## config.mk

```make
export PLATFORM = sky130hd
export DESIGN_NAME = imem_stream_loader_flat
export DESIGN_NICKNAME = d
export VERILOG_FILES = /design/src/rtl/imem_stream_loader_pkg.sv /design/src/rtl/imem_stream_loader_if.sv /design/src/rtl/imem_stream_loader_byte_packer.sv /design/src/rtl/imem_stream_loader.sv /design/src/flat_wrapper.sv
export SDC_FILE = /design/constraint.sdc
export NUM_CORES = 1
export LEC_CHECK = 0
export ABC_AREA = 1
export CAP_MARGIN = 20
export CORE_ASPECT_RATIO = 1.25
export CORE_MARGIN = 8
export CORE_UTILIZATION = 43
export CTS_CLUSTER_SIZE = 30
export DETAILED_ROUTE_END_ITERATION = 7
export DONT_BUFFER_PORTS = 1
export MAX_ROUTING_LAYER = met4
export PLACE_DENSITY_LB_ADDON = 0.25
export RECOVER_POWER = 25
export SYNTH_ARGS = -nofsm -noshare
export SYNTH_HDL_FRONTEND = slang
export SYNTH_SLANG_ARGS = --single-unit
```

## constraint.sdc

```tcl
create_clock -name clock -period 2.7 [get_ports clock]
set_clock_uncertainty 0.15 [all_clocks]
set_input_delay 0.54 -clock clock [delete_from_list [all_inputs] [get_ports clock]]
set_output_delay 0.54 -clock clock [all_outputs]
set_load 0.05 [all_outputs]
```

## src/rtl/imem_stream_loader_pkg.sv

```systemverilog
// Shared definitions for the instruction-memory stream loader: FSM state
// encoding, word/checksum geometry and the checksum accumulate helper.
package imem_stream_loader_pkg;

  typedef enum logic [2:0] {
    ST_IDLE  = 3'd0,
    ST_RECV  = 3'd1,
    ST_WRITE = 3'd2,
    ST_CHECK = 3'd3,
    ST_DONE  = 3'd4,
    ST_ERR   = 3'd5
  } state_e;

  localparam int BYTES_PER_WORD = 4;
  localparam int CKSUM_W        = 8;

  // Modulo-256 running sum; a stream is valid when data plus check byte sums to zero.
  function automatic logic [CKSUM_W-1:0] cksum_add(input logic [CKSUM_W-1:0] sum,
                                                   input logic [7:0]         data);
    return sum + data;
  endfunction

endpackage

```

## src/rtl/imem_stream_loader_if.sv

```systemverilog
// Host-side byte stream, instruction memory write port and core control of
// the loader. The loader uses the slave view, the host/bench the master view.
interface imem_stream_loader_if #(
  parameter int ADDR_W = 10
) ();

  logic              start;
  logic [ADDR_W:0]   word_count;
  logic              in_valid;
  logic [7:0]        in_data;
  logic              in_ready;
  logic              imem_we;
  logic [ADDR_W-1:0] imem_addr;
  logic [31:0]       imem_wdata;
  logic              cpu_hold;
  logic              busy;
  logic              done;
  logic              err;

  modport master (
    output start, word_count, in_valid, in_data,
    input  in_ready, imem_we, imem_addr, imem_wdata, cpu_hold, busy, done, err
  );

  modport slave (
    input  start, word_count, in_valid, in_data,
    output in_ready, imem_we, imem_addr, imem_wdata, cpu_hold, busy, done, err
  );

endinterface

```

## src/rtl/imem_stream_loader_byte_packer.sv

```systemverilog
// Packs stream bytes MSB-first into a 32-bit word. o_last flags that the
// next load completes the word; the index wraps so the next word starts clean.
module imem_stream_loader_byte_packer
  import imem_stream_loader_pkg::*;
(
  input  logic        clock,
  input  logic        reset_n,
  input  logic        i_clear,
  input  logic        i_load,
  input  logic [7:0]  i_byte,
  output logic [31:0] o_word,
  output logic        o_last
);

  logic [1:0]  r_idx;
  logic [31:0] r_shift;

  // Shift each accepted byte in from the bottom so byte 0 ends up in [31:24].
  always_ff @(posedge clock or negedge reset_n) begin
    if (!reset_n) begin
      r_idx   <= '0;
      r_shift <= '0;
    end else if (i_clear) begin
      r_idx   <= '0;
      r_shift <= '0;
    end else if (i_load) begin
      r_shift <= {r_shift[23:0], i_byte};
      r_idx   <= r_idx + 2'd1;
    end
  end

  assign o_word = r_shift;
  assign o_last = (r_idx == 2'(BYTES_PER_WORD - 1));

endmodule

```

## src/rtl/imem_stream_loader.sv

```systemverilog
// Program loader for the MIPS core: streams bytes into instruction memory as
// big-endian words from address 0, verifies a modulo-256 checksum and then
// releases the core hold.
module imem_stream_loader
  import imem_stream_loader_pkg::*;
#(
  parameter int ADDR_W        = 10,
  parameter int MAX_WORDS     = 1024,
  parameter bit HOLD_AT_RESET = 1'b1
) (
  input logic                 clock,
  input logic                 reset_n,
  imem_stream_loader_if.slave bus
);

  localparam logic [ADDR_W:0] MAX_CNT = MAX_WORDS[ADDR_W:0];

  state_e             r_state;
  logic [ADDR_W:0]    r_wc;
  logic [ADDR_W:0]    r_wcnt;
  logic [CKSUM_W-1:0] r_sum;
  logic               r_in_ready;
  logic               r_we;
  logic [ADDR_W-1:0]  r_addr;
  logic               r_hold;
  logic               r_busy;
  logic               r_done;
  logic               r_err;

  logic               w_xfer;
  logic               w_idle_like;
  logic               w_pack_clear;
  logic               w_pack_load;
  logic [31:0]        w_word;
  logic               w_last;
  logic [ADDR_W:0]    w_wcnt_next;
  logic [CKSUM_W-1:0] w_sum_next;

  assign w_xfer       = bus.in_valid && r_in_ready;
  assign w_idle_like  = (r_state == ST_IDLE) || (r_state == ST_ERR);
  assign w_pack_clear = bus.start && w_idle_like;
  assign w_pack_load  = w_xfer && (r_state == ST_RECV);
  assign w_wcnt_next  = r_wcnt + 1'b1;
  assign w_sum_next   = cksum_add(r_sum, bus.in_data);

  imem_stream_loader_byte_packer u_packer (
    .clock   (clock),
    .reset_n (reset_n),
    .i_clear (w_pack_clear),
    .i_load  (w_pack_load),
    .i_byte  (bus.in_data),
    .o_word  (w_word),
    .o_last  (w_last)
  );

  // Loader FSM with counters, checksum and registered outputs.
  always_ff @(posedge clock or negedge reset_n) begin
    if (!reset_n) begin
      r_state    <= ST_IDLE;
      r_wc       <= '0;
      r_wcnt     <= '0;
      r_sum      <= '0;
      r_in_ready <= 1'b0;
      r_we       <= 1'b0;
      r_addr     <= '0;
      r_hold     <= HOLD_AT_RESET;
      r_busy     <= 1'b0;
      r_done     <= 1'b0;
      r_err      <= 1'b0;
    end else begin
      case (r_state)
        ST_IDLE, ST_ERR: begin
          if (bus.start) begin
            r_hold <= 1'b1;
            r_err  <= 1'b0;
            r_wcnt <= '0;
            r_sum  <= '0;
            r_wc   <= bus.word_count;
            if (bus.word_count > MAX_CNT) begin
              r_state    <= ST_ERR;
              r_err      <= 1'b1;
              r_busy     <= 1'b0;
              r_in_ready <= 1'b0;
            end else begin
              r_busy     <= 1'b1;
              r_in_ready <= 1'b1;
              r_state    <= (bus.word_count == '0) ? ST_CHECK : ST_RECV;
            end
          end
        end
        ST_RECV: begin
          if (w_xfer) begin
            r_sum <= w_sum_next;
            if (w_last) begin
              r_state    <= ST_WRITE;
              r_in_ready <= 1'b0;
              r_we       <= 1'b1;
              r_addr     <= r_wcnt[ADDR_W-1:0];
            end
          end
        end
        ST_WRITE: begin
          r_we       <= 1'b0;
          r_in_ready <= 1'b1;
          r_wcnt     <= w_wcnt_next;
          r_state    <= (w_wcnt_next == r_wc) ? ST_CHECK : ST_RECV;
        end
        ST_CHECK: begin
          if (w_xfer) begin
            r_in_ready <= 1'b0;
            if (w_sum_next == '0) begin
              r_state <= ST_DONE;
              r_done  <= 1'b1;
              r_hold  <= 1'b0;
            end else begin
              r_state <= ST_ERR;
              r_err   <= 1'b1;
              r_busy  <= 1'b0;
            end
          end
        end
        ST_DONE: begin
          r_done  <= 1'b0;
          r_busy  <= 1'b0;
          r_state <= ST_IDLE;
        end
        default: begin
          r_state    <= ST_IDLE;
          r_in_ready <= 1'b0;
          r_we       <= 1'b0;
          r_busy     <= 1'b0;
          r_done     <= 1'b0;
        end
      endcase
    end
  end

  assign bus.in_ready   = r_in_ready;
  assign bus.imem_we    = r_we;
  assign bus.imem_addr  = r_addr;
  assign bus.imem_wdata = w_word;
  assign bus.cpu_hold   = r_hold;
  assign bus.busy       = r_busy;
  assign bus.done       = r_done;
  assign bus.err        = r_err;

endmodule

```

## src/flat_wrapper.sv

```systemverilog
// flat-port wrapper written by rule: the top's interface ports become plain ports
module imem_stream_loader_flat import imem_stream_loader_pkg::*;
#(
  parameter int ADDR_W        = 10,
  parameter int MAX_WORDS     = 1024,
  parameter bit HOLD_AT_RESET = 1'b1
)
  (clock, reset_n, bus_start, bus_word_count, bus_in_valid, bus_in_data, bus_in_ready, bus_imem_we, bus_imem_addr, bus_imem_wdata, bus_cpu_hold, bus_busy, bus_done, bus_err);
  imem_stream_loader_if #(.ADDR_W(ADDR_W)) bus_i ();
  input logic clock;
  input logic reset_n;
  input wire logic [$bits(bus_i.start)-1:0] bus_start;
  input wire logic [$bits(bus_i.word_count)-1:0] bus_word_count;
  input wire logic [$bits(bus_i.in_valid)-1:0] bus_in_valid;
  input wire logic [$bits(bus_i.in_data)-1:0] bus_in_data;
  output wire logic [$bits(bus_i.in_ready)-1:0] bus_in_ready;
  output wire logic [$bits(bus_i.imem_we)-1:0] bus_imem_we;
  output wire logic [$bits(bus_i.imem_addr)-1:0] bus_imem_addr;
  output wire logic [$bits(bus_i.imem_wdata)-1:0] bus_imem_wdata;
  output wire logic [$bits(bus_i.cpu_hold)-1:0] bus_cpu_hold;
  output wire logic [$bits(bus_i.busy)-1:0] bus_busy;
  output wire logic [$bits(bus_i.done)-1:0] bus_done;
  output wire logic [$bits(bus_i.err)-1:0] bus_err;
  assign bus_i.start = bus_start;
  assign bus_i.word_count = bus_word_count;
  assign bus_i.in_valid = bus_in_valid;
  assign bus_i.in_data = bus_in_data;
  assign bus_in_ready = bus_i.in_ready;
  assign bus_imem_we = bus_i.imem_we;
  assign bus_imem_addr = bus_i.imem_addr;
  assign bus_imem_wdata = bus_i.imem_wdata;
  assign bus_cpu_hold = bus_i.cpu_hold;
  assign bus_busy = bus_i.busy;
  assign bus_done = bus_i.done;
  assign bus_err = bus_i.err;
  imem_stream_loader #(.ADDR_W(ADDR_W), .MAX_WORDS(MAX_WORDS), .HOLD_AT_RESET(HOLD_AT_RESET)) u_core (.clock(clock), .reset_n(reset_n), .bus(bus_i));
endmodule
```

; ---- After elaboration in Yosys (flattened, before gate mapping)
; Cells that the tools add are included.
[word_totals]
ff_bits = 83
input_bits = 23
output_inout_bits = 48
[op_classes]
add_sub_neg = 3
magnitude_cmp = 1
n_eq_ne = 13
mux = 42
bitwise = 4
n_reduce_logical = 26
[op_table]
columns = operator, count
row1 = 32-bit 2-to-1 mux, 2
row2 = 11-bit one-hot mux with 2 select lines, 1
row3 = 1-bit 2-to-1 mux, 19
row4 = 8-bit 2-to-1 mux, 2
row5 = 8-bit one-hot mux with 2 select lines, 1
row6 = 4-bit AND reduction, 4
row7 = 3-bit 2-to-1 mux, 5
row8 = 3-bit one-hot mux with 4 select lines, 1
row9 = 3-bit AND reduction, 4
row10 = 11-bit by 1-bit adder with 11-bit output (second input constant), 1
row11 = 11-bit == test, 1
row12 = 11-bit greater-than comparator (second input constant), 1
row13 = 11-bit logical NOT, 1
row14 = 11-bit 2-to-1 mux, 1
row15 = 8-bit adder, 1
row16 = 8-bit logical NOT, 1
row17 = 2-bit 2-to-1 mux, 4
row18 = 1-bit one-hot mux with 2 select lines, 4
row19 = 2-bit nonzero test, 4
row20 = 4-bit OR reduction, 2
row21 = 3-bit by 2-bit == test with 1-bit output (second input constant), 2
row22 = 3-bit == test (second input constant), 2
row23 = 2-bit by 1-bit inequality test with 1-bit output (second input constant), 3
row24 = 2-bit inequality test (second input constant), 3
row25 = 12 further kinds, 19

; ---- Depth between registers and ports, before layout
[logic_depth]
word_depth = 5
mapped_depth = 15
mapped_depth_nobuf = 15

; ---- By module
; Synthesis repeated with hierarchy kept, for this count alone.
[unflattened]
cells_unflattened = 533
hier_area_um2 = 4221.5
[modules_own_cells]
columns = module, instances, cells_each, area_each_um2
row1 = imem_stream_loader, 1, 383, 2839.0
row2 = imem_stream_loader_byte_packer, 1, 150, 1382.6

; ---- Worst setup path before layout
; No wires, ideal clock.
[synth_path]
path_kind = in2reg
start = input bus_in_data[0]
end = register u_core.r_done, in the netlist u_core.bus.done
arrival_ps = 1924
required_time_ps = 2431
slack_ps = 506
path_stages = 15
cell_sequence = ha_1 inv_1 fa_1 inv_1 nand3_1 nand2_1 nand2_1 nand2_1 nand3_1 nor2_1 nand2_1 nand2_1 nand3_1 nand2_1 nand2_1
[synth_between]
elab_chain_cells = 4
[synth_rtl]
columns = item, line_no
row1 = from (decl), flat_wrapper.sv:15  ; input wire logic [$bits(bus_i.in_data)-1:0] bus_in_data;
row2 = 8-bit adder, imem_stream_loader_pkg.sv:20  ; return sum + data;
row3 = 8-bit logical NOT, imem_stream_loader.sv:111  ; if (w_sum_next == '0) begin
row4 = 2-bit by 1-bit inequality test with 1-bit output (no line), --
row5 = 3-bit AND reduction (no line), --
row6 = to (signal assigned), imem_stream_loader.sv:113  ; r_done <= 1'b1;
row7 = to (signal assigned), imem_stream_loader.sv:123  ; r_done <= 1'b0;
row8 = to (signal assigned), imem_stream_loader.sv:132  ; r_done <= 1'b0;
row9 = to (decl), imem_stream_loader.sv:27  ; logic r_done;
; Every way passes these cells.
; A chain may end at the register's enable or synchronous reset.

; ---- Worst setup path after layout
[layout_path]
start = register u_core.r_state[1]
end = register u_core.r_addr[7], in the netlist u_core.bus.imem_addr[7]
[layout_between]
elab_chain_cells = 2
[layout_rtl]
columns = item, line_no
row1 = from (decl), imem_stream_loader.sv:18  ; state_e r_state;
row2 = from (signal assigned), imem_stream_loader.sv:87  ; r_state <= (bus.word_count == '0) ? ST_CHECK : ST_RECV;
row3 = from (signal assigned), imem_stream_loader.sv:106  ; r_state <= (w_wcnt_next == r_wc) ? ST_CHECK : ST_RECV;
row4 = 3-bit by 1-bit == test with 1-bit output, imem_stream_loader.sv:71  ; case (r_state)
row5 = 3-bit AND reduction (no line), --
row6 = to (signal assigned), imem_stream_loader.sv:98  ; r_addr <= r_wcnt[ADDR_W-1:0];
row7 = to (decl), imem_stream_loader.sv:24  ; logic [ADDR_W-1:0] r_addr;
; Every way passes these cells.

==> impl_results.html <==
<table>
<tr><th>Metric</th><th>Value</th></tr>
<tr><th colspan="2">Outcome</th></tr>
<tr><td>Run status</td><td>finished, final reports clean</td></tr>
<tr><th colspan="2">Global routing</th></tr>
<tr><td>Initial antenna violation count</td><td>0</td></tr>
<tr><td>Vias in the first global route</td><td>between 3000 and 4000</td></tr>
<tr><td>Gr ovfl total</td><td>0</td></tr>
<tr><td>Maximum number of pins on one net before global-route repair</td><td>84</td></tr>
<tr><td>Global routing usage summed across all routing layers</td><td>~17%</td></tr>
<tr><td>Wire length of the first global-routing pass</td><td>between 15000 and 20000 µm</td></tr>
<tr><th colspan="2">Placed design</th></tr>
<tr><td>RD Place Congestion</td><td>0.9068</td></tr>
<tr><td>Post-detail-place hpwl</td><td>about 7700 µm</td></tr>
<tr><td>Port Buffers</td><td>0</td></tr>
<tr><th colspan="2">Synthesis</th></tr>
<tr><td>Number of enable-type register cells in the synthesized netlist</td><td>0</td></tr>
<tr><td>Combined area of all synthesized cells</td><td>roughly 4200 µm²</td></tr>
<tr><td>Share of synthesized area occupied by flip-flops and latches</td><td>about 50%</td></tr>
<tr><td>FF+latch count, synth</td><td>83</td></tr>
<tr><td>Number of nets produced by synthesis</td><td>roughly 560</td></tr>
<tr><td>Mean cell area of the mapped netlist</td><td>approximately 8.0 µm²</td></tr>
<tr><td>Synth async-reset ratio</td><td>100.0%</td></tr>
<tr><td>Number of distinct standard cells referenced by the synthesized netlist</td><td>33</td></tr>
<tr><td>Number of instances in the synthesized netlist</td><td>525</td></tr>
<tr><td>YS warnings</td><td>0</td></tr>
<tr><td>Post-synth top flop</td><td>dfrtp_1</td></tr>
<tr><th colspan="2">Critical path</th></tr>
<tr><td>R2r setup slk</td><td>between 0.4 and 0.5 ns</td></tr>
<tr><td>Worst flop-to-flop path startpoint</td><td>u_core.r_state[1]</td></tr>
<tr><td>Required time of the critical path</td><td>around 2.8 ns</td></tr>
<tr><td>Worst Reg-to-Reg Cells</td><td>7</td></tr>
<tr><td>Worst EP arrival</td><td>approximately 2.3 ns</td></tr>
<tr><td>Sort of element at the end of the critical path</td><td>flip-flop</td></tr>
<tr><td>End of the worst register-to-register path</td><td>u_core.bus.imem_addr[7]</td></tr>
<tr><td>Crit start category</td><td>flip-flop</td></tr>
<tr><td>Kind of critical path</td><td>reg2reg</td></tr>
<tr><td>Crit-path max FO</td><td>21</td></tr>
<tr><th colspan="2">Power</th></tr>
<tr><td>PD cells</td><td>between 900 and 1000 nW/µm²</td></tr>
<tr><td>Proportion of total power due to net switching</td><td>between 40% and 50%</td></tr>
<tr><td>Clock share of power</td><td>about 28%</td></tr>
<tr><td>Share of power burned in registers</td><td>41.7%</td></tr>
<tr><td>Portion of total power attributed to combinational logic</td><td>a little under a third</td></tr>
<tr><td>Highest ir drop seen on vdd</td><td>0.5644 mV</td></tr>
<tr><td>Internal cell power</td><td>approximately 0.0026 W</td></tr>
<tr><td>Lkg Pwr</td><td>~2.3 nW</td></tr>
<tr><td>NetSw</td><td>between 0.0015 and 0.002 W</td></tr>
<tr><th colspan="2">Floorplan</th></tr>
<tr><td>Initial standard-cell utilization of the core</td><td>~44%</td></tr>
<tr><td>Die height</td><td>126.6 µm</td></tr>
<tr><td>Core ar.</td><td>roughly 9600 µm²</td></tr>
<tr><td>Die outline area</td><td>13220 µm²</td></tr>
<tr><td>Standard-cell row count</td><td>40</td></tr>
<tr><td># IOs</td><td>just over 70</td></tr>
<tr><td>Width of the die</td><td>104.5 µm</td></tr>
<tr><th colspan="2">Finish</th></tr>
<tr><td>Combined area of the multi-input logic cells</td><td>1732 µm²</td></tr>
<tr><td>Commonest non-fill, non-tap cell in the layout</td><td>nand2_1</td></tr>
<tr><td>Final Util</td><td>about half</td></tr>
<tr><td>Relative area change from synthesis to final layout</td><td>9.878%</td></tr>
<tr><td>Antenna diode count</td><td>0</td></tr>
<tr><td>Sequential Area</td><td>between 2000 and 2500 µm²</td></tr>
<tr><td>Proportion of layout cells with a drive suffix above 1</td><td>approximately 8%</td></tr>
<tr><td>Final net count</td><td>560</td></tr>
<tr><td>Commonest cells after routing, fill and taps aside</td><td>nand2_1, dfrtp_1, inv_1, nand3_1, o21ai_0</td></tr>
<tr><td>Fill count</td><td>961</td></tr>
<tr><th colspan="2">Drt</th></tr>
<tr><td>Per-cell via count in the routed design</td><td>5.163</td></tr>
<tr><td>Total detailed-routing wirelength</td><td>around 11000 µm</td></tr>
<tr><td>DRC violation count after routing</td><td>0</td></tr>
<tr><td>Number of search-and-repair iterations in the first detailed-routing pass</td><td>4</td></tr>
<tr><td>DRC marker count from the first detailed-route iteration</td><td>170</td></tr>
<tr><td>Vias post-DR</td><td>3397</td></tr>
<tr><td>Post-detailed-route wirelength per cell</td><td>~16 µm</td></tr>
<tr><td>Remaining antenna violation count</td><td>0</td></tr>
<tr><th colspan="2">Job</th></tr>
<tr><td>Max-cap violation count</td><td>0</td></tr>
<tr><th colspan="2">Worst hold path</th></tr>
<tr><td>HP Start</td><td>bus_word_count[9]</td></tr>
<tr><td>End point of the most critical hold path</td><td>u_core.r_wc[9]</td></tr>
<tr><td>Min-Delay Path Class</td><td>in2reg</td></tr>
<tr><td>Hold path cells</td><td>2</td></tr>
<tr><th colspan="2">Clocking</th></tr>
<tr><td>Num CTS Buffers</td><td>9</td></tr>
<tr><td>Clk root buf</td><td>clkbuf_16</td></tr>
<tr><td>CTS tree</td><td>built</td></tr>
<tr><td>Clock slew at the register clock pins of the worst setup and hold paths</td><td>about 0.07 ns</td></tr>
<tr><td>Count of cells resized by post-cts repair</td><td>0</td></tr>
<tr><td>Clock insertion delay at the later pin of the skew report</td><td>0.35 ns</td></tr>
<tr><td>Max Buffers Root-to-Sink</td><td>2</td></tr>
<tr><td>Level count of the clock H-tree</td><td>3</td></tr>
<tr><td>Number of sinks on the clock net</td><td>83</td></tr>
<tr><th colspan="2">STA</th></tr>
<tr><td>Number of endpoints with negative hold slack in the final report</td><td>0</td></tr>
<tr><td>Max-slew headroom at the worst pin</td><td>a little over a fifth</td></tr>
<tr><td>Setup repair after global routing missed its margin</td><td>no</td></tr>
<tr><td>Sum Neg Setup Slack</td><td>0 ns</td></tr>
<tr><td>Number of setup violations in the final report</td><td>0</td></tr>
<tr><td>Fin Hold WS</td><td>around 0.17 ns</td></tr>
<tr><td>Upper clock frequency limit</td><td>between 0.4 and 0.5 GHz</td></tr>
<tr><td>Worst-Margin Slew</td><td>between 1 and 1.5 ns</td></tr>
<tr><td>Final critical-path share of the clock period</td><td>a little over four fifths</td></tr>
<tr><td>Minimum clock period after layout</td><td>approximately 2.2 ns</td></tr>
<tr><td>Max Transition Viols Final</td><td>0</td></tr>
</table>
-- flip-flops by register name, summed over array words and instances, names as in the netlist --
name and flops:
u_core.u_packer.o_word 32, u_core.r_wc 11, u_core.r_wcnt 11, u_core.bus.imem_addr 10
u_core.r_sum 8, u_core.r_state 3, u_core.u_packer.r_idx 2, u_core.bus.busy 1
u_core.bus.cpu_hold 1, u_core.bus.done 1, u_core.bus.err 1, u_core.bus.imem_we 1
u_core.bus.in_ready 1
-- cells by family after synthesis --
group	synth area share, %
AO/OA/AOI/OAI	10.89
XOR/XNOR	0.8332
adder cells (fa/ha/maj)	3.154
buffers and inverters	9.402
flip-flops	49.42
AND/OR/NAND/NOR	26.30
-- timing repair --
action | CTS | global route
hold endpoints to repair | 83 | 0
setup buffers | 0 | 0
hold buffers | 2 | 0
-- power by group through the flow --
stage	Sequential, W	Clock, W	Combinational (W)
finish	0.00187	0.00125	0.00136
global route	0.00190	0.00132	0.00155
CTS	0.00187	0.00128	0.00137
detailed placement	0.00189	0	0.00133
global placement	0.00189	0	0.00129
floorplan	0.00186	0	0.00107
-- critical path, cell delays in order, from the launching register on --
cell and delay [ns]:
dfrtp_1 0.41, inv_1 0.12, nand2_1 0.07, nor2_2 0.15
inv_2 0.09, nor2_4 0.33, nand2_1 0.51, o21ai_0 0.31
-- worst max-delay path by stage --
stage / from / endpoint
after floorplan: bus_in_data[0] / u_core.bus.done
after global placement: bus_in_data[0] / u_core.bus.done
after detailed placement: bus_in_data[0] / u_core.bus.done
after CTS: u_core.r_state[1] / u_core.bus.imem_addr[7]
after global routing: u_core.r_state[1] / u_core.bus.imem_addr[0]
final: u_core.r_state[1] / u_core.bus.imem_addr[7]
-- layout make-up --
cell class | instances | share of cell area [%]
clock buffer | 9 | 4.874
clock inverter | 7 | 1.652
inverter | 83 | 6.742
multi-input combinational | 345 | 37.48
sequential | 83 | 44.98
tap | 126 | 3.412
timing repair buffer | 5 | 0.8665
-- cell usage after synthesis (2+ instances only) --
cell type	instances	share of area [%]
inv_1	76	6.8
nand3_1	50	6.0
nand3b_1	3	0.54
buf_4	4	0.71
dfrtp_1	82	49
o21ai_0	32	3.8
nor3_1	5	0.59
clkbuf_1	2	0.18
nor2_4	4	1.1
xnor2_1	2	0.42
xor2_1	2	0.42
o22ai_1	26	3.9
buf_2	7	0.83
nor2_1	25	2.2
a21oi_1	7	0.83
o21ai_1	15	1.8
inv_2	7	0.62
nand4_1	8	1.2
nor2_2	2	0.30
ha_1	9	2.7
nand2_2	2	0.30
nand2_1	144	13
-- metrics by stage --
stage          power (W)  setup slack [ns]  std cells  instance area, µm²
2_1_floorplan   0.002927            0.5064        525                4205
3_3_place_gp    0.003179            0.3688        640                4302
3_5_place_dp    0.003218            0.2959        640                4302
4_1_cts         0.004512            0.4222        658                4641
5_1_grt         0.004772            0.1318        658                4621
6_report        0.004474            0.4501        658                4621
-- layer usage --
metal / global-route usage (%) / wire (µm) / share of wire, %
met4: 6.319 / 185 / 1.7
met3: 5.471 / 754 / 7.0
met1: 18.08 / 4204 / 39
met5: - / 0 / 0
met2: 29.80 / 5595 / 52
No activity file was read; power rests on OpenSTA's default activity.
